`config.mk`:
```
export PLATFORM = sky130hd
export DESIGN_NAME = pipe_skid_reg_flat
export DESIGN_NICKNAME = d
export VERILOG_FILES = /design/src/rtl/pipe_skid_reg_if.sv /design/src/rtl/pipe_skid_reg.sv /design/src/flat_wrapper.sv
export SDC_FILE = /design/constraint.sdc
export NUM_CORES = 1
export LEC_CHECK = 0
export CAP_MARGIN = 20
export CORE_ASPECT_RATIO = 0.8
export CORE_MARGIN = 2
export CORE_UTILIZATION = 47
export DETAILED_ROUTE_END_ITERATION = 7
export GPL_TIMING_DRIVEN = 1
export PLACE_DENSITY = 0.74
export SYNTH_ARGS = -nofsm -noshare
export SYNTH_HDL_FRONTEND = slang
export SYNTH_SLANG_ARGS = --single-unit
```
`constraint.sdc`:
```
create_clock -name clk -period 2.3 [get_ports clk]
set_input_delay 0.23 -clock clk [delete_from_list [all_inputs] [get_ports clk]]
set_output_delay 0.23 -clock clk [all_outputs]
set_load 0.01 [all_outputs]
```
`src/rtl/pipe_skid_reg_if.sv`:
```
// ============================================================================
// pipe_skid_reg_if : valid/ready/data handshake bundle for one pipeline hop
// Revision         : 1.0
// ============================================================================
`default_nettype none

interface pipe_skid_reg_if #(
  parameter int DATA_W = 165
);
  logic              valid;
  logic              ready;
  logic [DATA_W-1:0] data;

  modport master (output valid, output data, input ready);
  modport slave  (input valid, input data, output ready);
endinterface

`default_nettype wire

```
`src/rtl/pipe_skid_reg.sv`:
```
// ============================================================================
// pipe_skid_reg : valid/ready stage register with two-entry skid, flush and
//                 saturating back-pressure counter
// Revision      : 1.0
// ============================================================================
`default_nettype none

module pipe_skid_reg #(
  parameter int DATA_W       = 165,
  parameter int ZERO_INVALID = 1,
  parameter int CNT_W        = 16
) (
  input  logic             clk,
  input  logic             reset,
  input  logic             flush,
  pipe_skid_reg_if.slave   up,
  pipe_skid_reg_if.master  dn,
  output logic [1:0]       occupancy,
  output logic [CNT_W-1:0] stall_cnt,
  input  logic             stall_clr
);

  // State encoding is {s_v, m_v}; 2'b10 is unreachable.
  typedef enum logic [1:0] {
    EMPTY = 2'b00,
    ONE   = 2'b01,
    FULL  = 2'b11
  } state_t;

  localparam logic [CNT_W-1:0] CNT_MAX = '1;
  localparam logic [CNT_W-1:0] CNT_ONE = CNT_W'(1);

  state_t            state;
  state_t            state_nxt;
  logic [DATA_W-1:0] m_data;
  logic [DATA_W-1:0] m_data_nxt;
  logic [DATA_W-1:0] s_data;
  logic [DATA_W-1:0] s_data_nxt;
  logic              in_ready_q;
  logic              m_v;
  logic              s_v;
  logic              in_fire;
  logic              out_fire;

  assign m_v       = state[0];
  assign s_v       = state[1];
  assign in_fire   = up.valid & in_ready_q;
  assign out_fire  = m_v & dn.ready;
  assign up.ready  = in_ready_q;
  assign dn.valid  = m_v;
  assign occupancy = {1'b0, m_v} + {1'b0, s_v};

  always_ff @(posedge clk or negedge reset) begin
    if (!reset) begin
      state      <= EMPTY;
      m_data     <= '0;
      s_data     <= '0;
      in_ready_q <= 1'b1;
    end else begin
      state      <= state_nxt;
      m_data     <= m_data_nxt;
      s_data     <= s_data_nxt;
      // Ready is precomputed from the next skid state so it leaves a flop directly.
      in_ready_q <= ~state_nxt[1];
    end
  end

  always_comb begin
    state_nxt  = state;
    m_data_nxt = m_data;
    s_data_nxt = s_data;
    if (flush) begin
      state_nxt  = EMPTY;
      m_data_nxt = '0;
      s_data_nxt = '0;
    end else begin
      case (state)
        EMPTY: begin
          if (in_fire) begin
            state_nxt  = ONE;
            m_data_nxt = up.data;
          end
        end
        ONE: begin
          if (in_fire && out_fire) begin
            m_data_nxt = up.data;
          end else if (in_fire) begin
            state_nxt  = FULL;
            s_data_nxt = up.data;
          end else if (out_fire) begin
            state_nxt  = EMPTY;
          end
        end
        FULL: begin
          if (out_fire) begin
            state_nxt  = ONE;
            m_data_nxt = s_data;
            s_data_nxt = '0;
          end
        end
        default: begin
          state_nxt  = EMPTY;
          m_data_nxt = '0;
          s_data_nxt = '0;
        end
      endcase
    end
  end

  always_ff @(posedge clk or negedge reset) begin
    if (!reset) begin
      stall_cnt <= '0;
    end else if (stall_clr) begin
      stall_cnt <= '0;
    end else if (m_v && !dn.ready && (stall_cnt != CNT_MAX)) begin
      stall_cnt <= stall_cnt + CNT_ONE;
    end
  end

  generate
    if (ZERO_INVALID != 0) begin : g_zero_invalid
      assign dn.data = m_v ? m_data : '0;
    end else begin : g_stale_data
      assign dn.data = m_data;
    end
  endgenerate

endmodule

`default_nettype wire

```
`src/flat_wrapper.sv`:
```
// flat-port wrapper written by rule: the top's interface ports become plain ports
module pipe_skid_reg_flat 
#(
  parameter int DATA_W       = 165,
  parameter int ZERO_INVALID = 1,
  parameter int CNT_W        = 16
)
  (clk, reset, flush, occupancy, stall_cnt, stall_clr, up_valid, up_data, up_ready, dn_valid, dn_data, dn_ready);
  pipe_skid_reg_if #(.DATA_W(DATA_W)) up_i ();
  pipe_skid_reg_if #(.DATA_W(DATA_W)) dn_i ();
  input  logic clk;
  input  logic reset;
  input  logic flush;
  output logic [1:0] occupancy;
  output logic [CNT_W-1:0] stall_cnt;
  input  logic stall_clr;
  input wire logic [$bits(up_i.valid)-1:0] up_valid;
  input wire logic [$bits(up_i.data)-1:0] up_data;
  output wire logic [$bits(up_i.ready)-1:0] up_ready;
  output wire logic [$bits(dn_i.valid)-1:0] dn_valid;
  output wire logic [$bits(dn_i.data)-1:0] dn_data;
  input wire logic [$bits(dn_i.ready)-1:0] dn_ready;
  assign up_i.valid = up_valid;
  assign up_i.data = up_data;
  assign up_ready = up_i.ready;
  assign dn_valid = dn_i.valid;
  assign dn_data = dn_i.data;
  assign dn_i.ready = dn_ready;
  pipe_skid_reg #(.DATA_W(DATA_W), .ZERO_INVALID(ZERO_INVALID), .CNT_W(CNT_W)) u_core (.clk(clk), .reset(reset), .flush(flush), .up(up_i), .dn(dn_i), .occupancy(occupancy), .stall_cnt(stall_cnt), .stall_clr(stall_clr));
endmodule
```
==> impl_metrics.tcl <==
set metrics [dict create \
    synth-compound-area-share 0.0827 \
    crit_chain "buf_12 > buf_16 > and2_1 > clkdlybuf4s50_1" \
    numPortBuffers 355 \
    slew_violations 0 \
    p_per_area_mw_per_mm2 726 \
    clkTransAtPathRegs_ns 0.06 \
    fin_crit_ns 2.25 \
    setup_violations 0 \
    cts_root_buffer "clkbuf_16" \
    final.setup_skew_ns 0.0158 \
    cts_buffers 38 \
    required_ns 2.07 \
    cpPeakStageDelay_ns 0.53 \
    die_y_um 177 \
    start_kind "flip-flop" \
    vias 14300 \
    dp_hpwl_um 32300 \
    synth_top_family_by_area "multiplexers" \
    dr.pass1.iters 5 \
    clk_path_buf_depth 3 \
    drtAntennaViolNets 0 \
    yosysUniqueCellTypes 38 \
    synth_edf_count 0 \
    final_area_sq_mm 0.0240 \
    ir_worst_vdd_uv 511 \
    total_power_mw 17.4 \
    grt_pass1_vias 14400 \
    final_util 0.648 \
    r2r_cells 9 \
    crit_path_end_kind "output port" \
    grt_pass1_wl_um 79100 \
    gp_congestion 0.848 \
    dieArea_sq_mm 0.0391 \
    synth_xor_area_frac 0 \
    yosys_warnings 0 \
    critical-path-top-delay-family "buffers and inverters" \
    fillers 2926 \
    post-route-drc-count 0 \
    r2r_end "u_core.s_data[151]" \
    reg2reg_setup_slack_ns 0.07 \
    cp_max_fo 19 \
    drt_iter0_drc 1035 \
    io_pins 356 \
    crit_type "flip-flop to output port" \
    antenna_found_initial 9 \
    yosys.area_share.adder 0.00355 \
    wl_per_cell_um 19.4 \
    via_per_inst 5.42 \
    max_slew_margin 0.278 \
    cts_tree "built" \
    critPathSlowestCell "dfrtp_4" \
    hold_path_class "primary input to asynchronous set/reset pin" \
    cts_max_level 2 \
    ys_async_sr_fraction 1.00 \
    max_freq_mhz 445 \
    start_util 0.476 \
    wl_um 51300 \
    synth_cells 1753 \
    clock_latency_ns 0.53 \
    core_sq_mm 0.0370 \
    fp.dieW_um 221 \
    nNetsFinal 2294 \
    crit_buf_inv 3 \
    multiInputGateArea_sq_mm 0.00778 \
    drive_above_1_share 0.165 \
    synth_flop_cell "dfrtp_1" \
    status "complete, no violations" \
    maxCapViolCount 0 \
    seqCellArea_sq_mm 0.00874 \
    placed_area_sq_mm 0.0222 \
    grt_max_degree 98 \
    area_growth_pct 36.1 \
    final.period_utilization 0.978 \
    synth-simple-area-share 0.147 \
    yosysSeqAreaShare 0.495 \
    muxShareOfSynthArea 0.203 \
    hold_violations 0 \
    syn_nets 1929 \
    crit_arrival_ns 2.02 \
    overflow 0 \
    syn_area_sq_mm 0.0176 \
    cts.sinks 349 \
    rows 63 \
    grt_usage 0.256 \
    power_leakage_nw 12.0 \
    r2r_start "u_core.state[0]" \
    worstMarginPinSlew_ns 1.08 \
    synth_area_per_cell_sq_um 10.1 \
    ys_ff_latch 349 \
]
[worst max path at each step]
| stage | startpoint | endpoint | slack [ns] | depth (start not counted) |
|---|---|---|---|---|
| floorplan | u_core.state[1] | u_core.m_data[100] | 0.02 | 8 |
| global placement | dn_ready | u_core.stall_cnt[13] | -0.01 | 5 |
| detailed placement | dn_ready | u_core.m_data[84] | 0.02 | 8 |
| CTS | u_core.state[0] | dn_data[59] | -0.05 | 4 |
| global route | u_core.state[0] | u_core.m_data[81] | -0.0006 | 8 |
| finish | u_core.state[0] | dn_data[109] | 0.05 | 4 |
[worst reg2reg max path: cells and delay by family, from the launching register on]
family	cells	cell delay (ns)
buf+inv	5	0.87
flops	1	0.53
compound gates	2	0.36
mux	1	0.23
fa+ha+maj	1	0.17
[layout make-up]
class	instances	area share
antenna	9	0.000938
clock buffer	57	0.0482
clock inverter	12	0.00573
inverter	171	0.0268
multi-input combinational	1100	0.324
sequential	349	0.364
tap	487	0.0254
timing repair buffer	458	0.205
[layout by cell type (no fill, tap or decap), types with 43 or more instances in the layout]
cell and n:
dlygate4sd2_1 78, and2_1 162, buf_4 62, clkbuf_16 43, nor2_1 177, clkdlybuf4s50_1 232
mux2i_1 163, inv_1 170, nand2_1 180, a22oi_1 163, dfrtp_1 347, mux2_2 171
dlymetal6s2s_1 44
[power by group]
group          total (mW)  switching, mW  internal [mW]
logic                3.94           1.89           2.06
clock network        6.35           2.54           3.82
registers            7.14          0.346           6.79
total                17.4           4.77           12.7
[metrics by stage]
| step | hold WS, ns | setup WS [ns] | cells | TNS (ns) |
|---|---|---|---|---|
| 3_5_place_dp | 0.220 | 0.0183 | 2529 | 0 |
| 4_1_cts | 0.249 | -0.0491 | 2609 | -0.0491 |
| 3_3_place_gp | 0.222 | -0.0123 | 2529 | -0.0123 |
| 2_1_floorplan | -0.0656 | 0.0200 | 1753 | 0 |
| 6_report | 0.246 | 0.0505 | 2643 | 0 |
| 5_1_grt | 0.267 | -0.000601 | 2640 | -0.000780 |
[repair_timing]
| action | CTS | global route |
|---|---|---|
| buffers inserted | 6 | 23 |
| gates cloned | 4 | 2 |
| pin swaps | 0 | 1 |
| endpoints found under the setup margin | 153 | 192 |
| resized for setup | 93 | 53 |
| hold buffers | 1 | 0 |
| endpoints found under the hold margin | 50 | 0 |
[layer usage]
metal  vias to the layer above  share of wire  track usage
met4                         2          0.030       0.0919
met5                         -        0.00025            0
met3                        99          0.060       0.0440
met2                       481           0.47        0.410
li1                       6537              -            -
met1                      7201           0.44        0.352
[kinds of logic after synthesis]
| group | count (synthesis) |
|---|---|
| buffers and inverters | 304 |
| AOI/OAI and AO/OA | 202 |
| DFF | 349 |
| adders and majority gates | 5 |
| and+or+nand+nor | 556 |
| muxes | 337 |
[sequential cells by signal (all words and copies together), names as in the netlist]
register / count
u_core.state: 2
u_core.stall_cnt: 16
u_core.s_data: 165
u_core.m_data: 165
u_core.up.ready: 1
[synthesized netlist by cell type, types with 2 or more instances]
cell type  count  area share
nand4_1        3      0.0011
ha_1           5      0.0035
nor2b_1        5      0.0018
o31ai_1        4      0.0017
nor3_1         5      0.0014
buf_2         37       0.011
mux2_2       171        0.11
clkbuf_1      93       0.020
o21ai_0        9      0.0026
or2_2          2     0.00071
or4_1          4      0.0017
inv_1        170       0.036
or3_1          3      0.0011
a22oi_1      164       0.070
nor4_1         2     0.00071
a21o_1         3      0.0013
mux2i_1      166       0.094
a31oi_1        3      0.0011
and2_1       167       0.059
a21oi_1       14      0.0040
dfrtp_1      348        0.49
nand3_1        3     0.00085
nor2_1       177       0.038
nand2_1      180       0.038
buf_1          2     0.00043
Note: power is estimated with default switching activity, not from simulation.
